**config.mk**
```make
export PLATFORM = sky130hd
export DESIGN_NAME = mem_rr_arbiter
export DESIGN_NICKNAME = d
export VERILOG_FILES = /design/src/rtl/mem_rr_arbiter.sv
export SDC_FILE = /design/constraint.sdc
export NUM_CORES = 1
export LEC_CHECK = 0
export CORE_AREA = 2 2 165 167
export DETAILED_ROUTE_END_ITERATION = 10
export DIE_AREA = 0 0 167 169
export PLACE_DENSITY = 0.65
export SETUP_SLACK_MARGIN = 0.05
export SLEW_MARGIN = 30
export SYNTH_ARGS = -nofsm -noshare
export SYNTH_HDL_FRONTEND = slang
export SYNTH_SLANG_ARGS = --single-unit
```
**constraint.sdc**
```tcl
create_clock -name clk -period 10.1 [get_ports clk]
set_clock_uncertainty 0.2 [all_clocks]
set_input_delay 1.01 -clock clk [delete_from_list [all_inputs] [get_ports clk]]
set_output_delay 1.01 -clock clk [all_outputs]
set_load 0.01 [all_outputs]
```
**src/rtl/mem_rr_arbiter.sv**
```systemverilog
// Round-robin arbiter sharing one memory/IO slave port between N_REQ PicoRV32 cores.
// Optional slave-timeout abort is enabled by defining MEM_ARB_TIMEOUT_EN.
module mem_rr_arbiter #(
  parameter int N_REQ   = 4,
  parameter int GID_W   = (N_REQ > 1) ? $clog2(N_REQ) : 1,
  parameter int TIMEOUT = 255
) (
  input  logic                 clk,
  input  logic                 reset,
  input  logic [N_REQ-1:0]     m_valid,
  input  logic [32*N_REQ-1:0]  m_addr,
  input  logic [32*N_REQ-1:0]  m_wdata,
  input  logic [4*N_REQ-1:0]   m_wstrb,
  output logic [N_REQ-1:0]     m_ready,
  output logic [31:0]          m_rdata,
  output logic                 s_valid,
  output logic [31:0]          s_addr,
  output logic [31:0]          s_wdata,
  output logic [3:0]           s_wstrb,
  output logic [GID_W-1:0]     s_gid,
  input  logic                 s_ready,
  input  logic [31:0]          s_rdata,
  output logic                 arb_err
);

  localparam logic [0:0] ST_IDLE = 1'b0;
  localparam logic [0:0] ST_BUSY = 1'b1;

  logic [0:0]       state_q;
  logic [GID_W-1:0] last_q;
  logic [N_REQ-1:0] eligible;
  logic             pick_vld;
  logic [GID_W-1:0] pick_idx;

  // A core whose m_ready pulses this cycle still shows m_valid; keep it out of this round.
  assign eligible = m_valid & ~m_ready;

  always_comb begin
    pick_vld = 1'b0;
    pick_idx = '0;
    for (int k = 1; k <= N_REQ; k++) begin
      if (!pick_vld && eligible[(int'(last_q) + k) % N_REQ]) begin
        pick_vld = 1'b1;
        pick_idx = GID_W'((int'(last_q) + k) % N_REQ);
      end
    end
  end

`ifdef MEM_ARB_TIMEOUT_EN
  localparam int CNT_W = 16;
  logic [CNT_W-1:0] to_cnt_q;
  logic             arb_err_q;
  logic             to_hit;

  // Counter holds the number of BUSY cycles already elapsed, so the abort fires
  // in the TIMEOUT-th BUSY cycle and the owner sees m_ready TIMEOUT cycles after grant.
  assign to_hit  = (to_cnt_q == CNT_W'(TIMEOUT - 1));
  assign arb_err = arb_err_q;
`else
  assign arb_err = 1'b0;
`endif

  always_ff @(posedge clk or posedge reset) begin
    if (reset) begin
      state_q <= ST_IDLE;
      last_q  <= GID_W'(N_REQ - 1);
      m_ready <= '0;
      m_rdata <= '0;
      s_valid <= 1'b0;
      s_addr  <= '0;
      s_wdata <= '0;
      s_wstrb <= '0;
      s_gid   <= '0;
`ifdef MEM_ARB_TIMEOUT_EN
      to_cnt_q  <= '0;
      arb_err_q <= 1'b0;
`endif
    end else begin
      m_ready <= '0;
      case (state_q)
        ST_IDLE: begin
          if (pick_vld) begin
            s_addr  <= m_addr[32*int'(pick_idx) +: 32];
            s_wdata <= m_wdata[32*int'(pick_idx) +: 32];
            s_wstrb <= m_wstrb[4*int'(pick_idx) +: 4];
            s_gid   <= pick_idx;
            s_valid <= 1'b1;
            last_q  <= pick_idx;
            state_q <= ST_BUSY;
`ifdef MEM_ARB_TIMEOUT_EN
            to_cnt_q <= '0;
`endif
          end
        end
        ST_BUSY: begin
          if (s_ready) begin
            s_valid        <= 1'b0;
            m_rdata        <= s_rdata;
            m_ready[s_gid] <= 1'b1;
            state_q        <= ST_IDLE;
`ifdef MEM_ARB_TIMEOUT_EN
          end else if (to_hit) begin
            s_valid        <= 1'b0;
            m_rdata        <= 32'hDEAD_BEEF;
            m_ready[s_gid] <= 1'b1;
            arb_err_q      <= 1'b1;
            state_q        <= ST_IDLE;
          end else begin
            to_cnt_q <= to_cnt_q + CNT_W'(1);
`endif
          end
        end
        default: state_q <= ST_IDLE;
      endcase
    end
  end

endmodule
```
==> impl_metrics.yaml, run 1 <==
run_status:
  status: "finished clean"
clock_tree:
  cts.sinks: 110
  cts_root_buf: "clkbuf_16"
  post_cts_resized: 0
  cts_tree: "built"
  hold_buffers: 0
  cts_buffers: 9
  htreeDepth: 3
  clk_pin_slew_ns: 0.07
  cts_setup_buffers: 0
  clock_latency_ns: 0.35
  cts_buffer_depth: 2
worst_setup_path:
  critPathSlowestCell: "nor2b_1"
  path_cells: "clkdlybuf4s50_1, inv_1, o2111ai_1, nor2b_1, nand2_4, buf_4, o221ai_2"
  crit_type: "in2reg"
  crit_arrival_ns: 3.66
  critical_path.startpoint_type: "primary input"
  crit_path_max_fanout: 38
  worstPathRequired_ns: 10.16
  cp.depth: 7
  critPathMaxStageDelay_ns: 0.51
  cp-end-kind: "register"
  worstPathBufferInverterCount: 3
  cpLargestDelayFamily: "buffers and inverters"
  r2r_cells: 6
grt:
  antenna_found_initial: 0
  grt_max_degree: 138
  grt_first_pass_wirelength_um: 34900
  grt-ovfl-total: 0
  grt_use_total_pct: 15.8
  grt_pass1_vias: 5945
drt:
  drc: 0
  via_count: 5530
  wl_um: 22800
  viasPerCell: 4.48
  first_iter_violations: 194
  dr.pass1.iters: 4
  ant_nets: 0
  wl_per_cell_um: 18.5
floorplan:
  die-area_mm2: 0.0282
  die_height_um: 169
  die_x_um: 167
  coreArea_mm2: 0.0265
  initial_utilization_pct: 23.8
  rows: 60
  ios: 419
yosys:
  synth_cells: 495
  synth_top_area_share_pct: 42.8
  ys_warn_count: 0
  synth_cell_types: 31
  yosysSeqAreaShare_pct: 43.7
  synth_largest_area_cell: "dfrtp_1"
  yosys-top-cells-area: "dfrtp_1, mux2i_1, o221ai_2"
  avgSynthCellArea_um2: 12.7
  syn-num-nets: 806
  syn_area_mm2: 0.00631
  ys_ff_latch: 110
final_layout:
  layoutNonFillerInstCount: 1233
  n_fill_cell: 2532
  regArea_mm2: 0.00276
  nets: 1198
  drive_gt1_share_pct: 13.8
  multi_input_area_mm2: 0.00321
  syn2layout_area_growth_pct: 73.9
  postLayoutCellArea_mm2: 0.0110
  antenna_cells: 0
timing:
  setup_violations: 0
  tightestPinTransition_ns: 1.28
  hold_viol_final: 0
  min_period_ns: 3.60
  tns_ns: 0
  drv_slew: 0
  max_freq_mhz: 277
  fin_crit_sh_pct: 35.7
  slew_headroom_pct: 14.8
  whs_ns: 0.288
  rsz0062_at_grt: "no"
run:
  drv_cap: 0
worst_hold_path:
  hp-class: "reg2reg"
  min_path_cells: 2
placement:
  place.gp.congestion: 0.749
  placedCellCount: 1217
  dp_hpwl_um: 16700
  io_buffer_count: 417
  place_area_mm2: 0.0106
power:
  p_leak_nw: 4.52
  power_density_mw_per_mm2: 219
  peakVddDrop_uv: 219
==> cell usage in the layout, fill, tap and decap left out, types with 2 or more instances in the layout <==
| cell | count |
|---|---|
| nand2_1 | 75 |
| bufinv_16 | 2 |
| clkbuf_16 | 9 |
| mux2_2 | 32 |
| nand3b_1 | 2 |
| dfrtp_1 | 108 |
| inv_6 | 2 |
| o221ai_2 | 62 |
| mux2i_1 | 136 |
| nor3b_1 | 3 |
| nor2b_1 | 3 |
| o21a_1 | 3 |
| inv_1 | 3 |
| o221ai_1 | 6 |
| nand2b_1 | 3 |
| dfstp_2 | 2 |
| buf_4 | 4 |
| clkdlybuf4s50_1 | 417 |
==> logic make-up after synthesis <==
kind of cell	count (synthesis)	synth area share (%)
other	1	0.0594
and+or+nand+nor	92	6.19
DFF	110	43.7
AOI/OAI and AO/OA	78	16.9
muxes	168	27.3
buffers and inverters	46	5.89
==> power by group <==
| part | total, W | internal [W] | switching [W] |
|---|---|---|---|
| clock network | 0.000406 | 0.000222 | 0.000184 |
| registers | 0.000707 | 0.000607 | 0.000100 |
| logic | 0.00129 | 0.000707 | 0.000581 |
| total | 0.00240 | 0.00154 | 0.000866 |
==> cell usage after synthesis <==
cell	n
o221ai_2	62
o2111ai_1	1
buf_4	4
a31oi_1	1
nor2_1	1
nand2b_1	5
nor3b_1	3
buf_8	6
o2bb2ai_1	1
o221ai_1	6
buf_1	1
mux2i_1	136
dfstp_2	2
o21a_1	3
o21ai_0	1
buf_2	11
nor3_1	1
mux2_2	32
a222oi_1	1
dfrtp_1	108
a311oi_2	1
nor2b_1	3
nand2_1	76
buf_6	5
nand3b_1	2
and4_1	1
conb_1	1
inv_1	4
a21boi_0	1
buf_12	4
clkbuf_1	11
==> metal layers <==
layer | global-route usage (%) | up-vias | part of all wire (%) | wire length (um)
met5 | 0 | - | 0 | 0
met2 | 26.6 | 253 | 49 | 11100
met1 | 19.4 | 2611 | 41 | 9360
met4 | 3.49 | 0 | 1.1 | 252
li1 | - | 2649 | - | -
met3 | 5.78 | 17 | 9.2 | 2110
==> final cells by class <==
class | count | area share [%]
Clock inverter | 7 | 0.935
Sequential cell | 110 | 25.1
Inverter | 4 | 0.160
Timing Repair Buffer | 423 | 38.6
Clock buffer | 9 | 2.05
Tap cell | 341 | 3.89
Multi-Input combinational cell | 339 | 29.3
==> sequential cells by signal, summed over array words and instances, names as in the netlist <==
register	count
last_q	2
m_rdata	32
m_ready	4
s_addr	32
s_gid	2
s_valid	1
s_wdata	32
s_wstrb	4
state_q	1
==> worst register-to-register path, cell delays in order, from the launching register on <==
cell and delay, ns:
dfstp_2 0.61, nand3b_1 0.11, nor3b_1 0.17, a311oi_4 0.31, buf_12 0.48, mux2i_1 0.87, o221ai_2 0.15
==> worst paths after layout <==
path,from,endpoint,slack [ns]
worst max-delay path,m_valid[3],s_wdata[27]$_DFFE_PP0P_,6.50
worst max register to register,last_q[1]$_DFFE_PP1P_,s_addr[21]$_DFFE_PP0P_,7.05
max in group asynchronous,reset,s_addr[11]$_DFFE_PP0P_,7.52
worst min-delay path,s_wdata[11]$_DFFE_PP0P_,s_wdata[11]$_DFFE_PP0P_,0.29
worst min register to register,s_wdata[11]$_DFFE_PP0P_,s_wdata[11]$_DFFE_PP0P_,0.29
min in group asynchronous,reset,m_rdata[4]$_DFFE_PP0P_,0.90
==> through the flow <==
stage / utilization, % / power [W] / setup WS (ns)
2_1_floorplan: - / 0.00148 / 5.99
3_5_place_dp: 40.2 / 0.00202 / 6.06
3_3_place_gp: 40.2 / 0.00201 / 6.05
6_report: 41.4 / 0.00240 / 6.50
4_1_cts: 41.4 / 0.00245 / 6.43
5_1_grt: 41.4 / 0.00255 / 6.26
(Power assumes the default switching activity.)
==> inputs of run 2 (changes only) <==
- CORE_AREA: 2 2 165 167 -> 2 2 164 166
- DIE_AREA: 0 0 167 169 -> 0 0 166 168
- PLACE_DENSITY: 0.65 -> 0.66
- clock period: 10.1 -> 3.63 ns (I/O delays scaled with it)
==> run 2 against run 1 <==
Compared with the run above: sequential cell count unchanged; routed wire length grew 2.4%; global-route usage rose by 0.67 points; via count is 1.7% higher; count of clock-buffer cells in the layout did not move; combinational power grew to 2.8 times the previous value; first-iteration DRC count up 16%; non-clock buffer count up 8; largest cell class unchanged; largest power group unchanged.
==> impl_metrics.yaml, run 2 (synthesized netlist as in run 1, its figures left out) <==
worst_hold_path:
  hp-class: "in2async"
worst_setup_path:
  critPathMaxStageDelay_ns: 0.61
  critical_path.startpoint_type: "register"
  cp-startpoint: "last_q[1]$_DFFE_PP1P_"
  cp-end-kind: "register"
  r2r_cells: 6
  r2r-end: "s_addr[29]$_DFFE_PP0P_"
  path_cells: "nand3b_1, o2bb2ai_1, a222oi_1, nand2b_4, buf_12, o221ai_1"
  endpoint: "s_addr[29]$_DFFE_PP0P_"
  crit_type: "reg2reg"
  critPathSlowestCell: "dfstp_2"
  crit_arrival_ns: 2.66
  rrSetupSlack_ns: 0.98
  worstPathRequired_ns: 3.64
  crit_path_max_fanout: 34
  rr_startpoint: "last_q[1]$_DFFE_PP1P_"
timing:
  slew_headroom_pct: 38.8
  setup_violations: 0
  tns_ns: 0
  max_freq_mhz: 377
  hold_viol_final: 0
  tightestPinTransition_ns: 0.918
  whs_ns: 0.174
  worst_slack_ns: 0.980
  rsz0062_at_grt: "no"
  drv_slew: 0
  min_period_ns: 2.65
  fin_crit_sh_pct: 73.0
drt:
  viasPerCell: 4.53
  wl_um: 23300
  ant_nets: 0
  drc: 0
  first_iter_violations: 226
  dr.pass1.iters: 4
  via_count: 5624
  wl_per_cell_um: 18.8
final_layout:
  syn2layout_area_growth_pct: 75.7
  final_cell_mix: "clkdlybuf4s50_1, mux2i_1, dfrtp_1"
  drive_gt1_share_pct: 14.6
  fin_util_pct: 42.1
  postLayoutCellArea_mm2: 0.0111
  nets: 1206
  layout_commonest_cell: "clkdlybuf4s50_1"
  largest_registers: "m_rdata (32), s_addr (32), s_wdata (32)"
floorplan:
  die-area_mm2: 0.0279
  die_x_um: 166
  initial_utilization_pct: 23.9
  coreArea_mm2: 0.0264
  ios: 419
  rows: 60
  die_height_um: 168
clock_tree:
  cts.sinks: 110
  post_cts_resized: 0
  hold_buffers: 0
  cts_setup_buffers: 0
  cts_buffer_depth: 2
  htreeDepth: 3
  clk_pin_slew_ns: 0.08
  cts_tree: "built"
  cts_root_buf: "clkbuf_16"
  cts_buffers: 9
  clock_latency_ns: 0.36
run:
  drv_cap: 0
placement:
  place_area_mm2: 0.0108
  io_buffer_count: 417
  dp_slack_ns: 0.678
  place.gp.congestion: 0.766
  dp_hpwl_um: 17500
grt:
  grt_use_total_pct: 16.5
  antenna_found_initial: 0
  grt-ovfl-total: 0
  grt_max_degree: 71
  grt_pass1_vias: 6070
  grt_first_pass_wirelength_um: 36200
run_status:
  status: "finished clean"
power:
  p_leak_nw: 4.57
  power_density_mw_per_mm2: 602
  peakVddDrop_uv: 284
[run 2: worst min-delay path by stage]
stage,to,slack (ns),from
after floorplan,last_q[1]$_DFFE_PP1P_,0.27,last_q[1]$_DFFE_PP1P_
after global placement,s_wdata[12]$_DFFE_PP0P_,0.27,s_wdata[12]$_DFFE_PP0P_
after detailed placement,s_wdata[5]$_DFFE_PP0P_,0.27,s_wdata[5]$_DFFE_PP0P_
after CTS,s_wdata[7]$_DFFE_PP0P_,0.18,reset
after global routing,s_wdata[25]$_DFFE_PP0P_,0.21,reset
final,s_wdata[23]$_DFFE_PP0P_,0.17,reset
[run 2: where the power goes]
group / total, W / switching, W / internal, W / leakage (nW)
Clock: 0.00105 / 0.000561 / 0.000493 / 0.148
Combinational: 0.00364 / 0.00164 / 0.00200 / 3.09
Sequential: 0.00198 / 0.000291 / 0.00169 / 1.34
Total: 0.00667 / 0.00249 / 0.00418 / 4.57
[run 2: final cells by class]
class | instances | area, um^2
multi-input cells | 339 | 3210
repair buffers | 431 | 4370
flip-flops and latches | 110 | 2760
diodes | 1 | 2.50
inverters | 4 | 17.5
fillers | 2519 | 15300
clock buffers | 9 | 225
well taps | 341 | 427
clock inverters | 7 | 78.8
[run 2: critical path: cells and delay by family (launching register included)]
family / cells / cell delay [ns]
compound gates: 3 / 0.78
simple gates: 2 / 0.58
buf+inv: 1 / 0.29
flops: 1 / 0.61
[run 2: per-layer routing]
layer	up-vias	share of wire (%)	track usage (%)	routed length, um
met3	17	7.3	5.05	1700
met1	2690	42	20.1	9730
met4	0	1.3	4.08	313
li1	2664	-	-	-
met5	-	0	0	0
met2	253	50	28.3	11600
[run 2: through the flow]
step	total power, W	std cells
after detailed placement	0.00568	1225
after floorplan	0.00411	495
final	0.00667	1242
after global placement	0.00565	1225
after CTS	0.00679	1241
after global routing	0.00707	1241
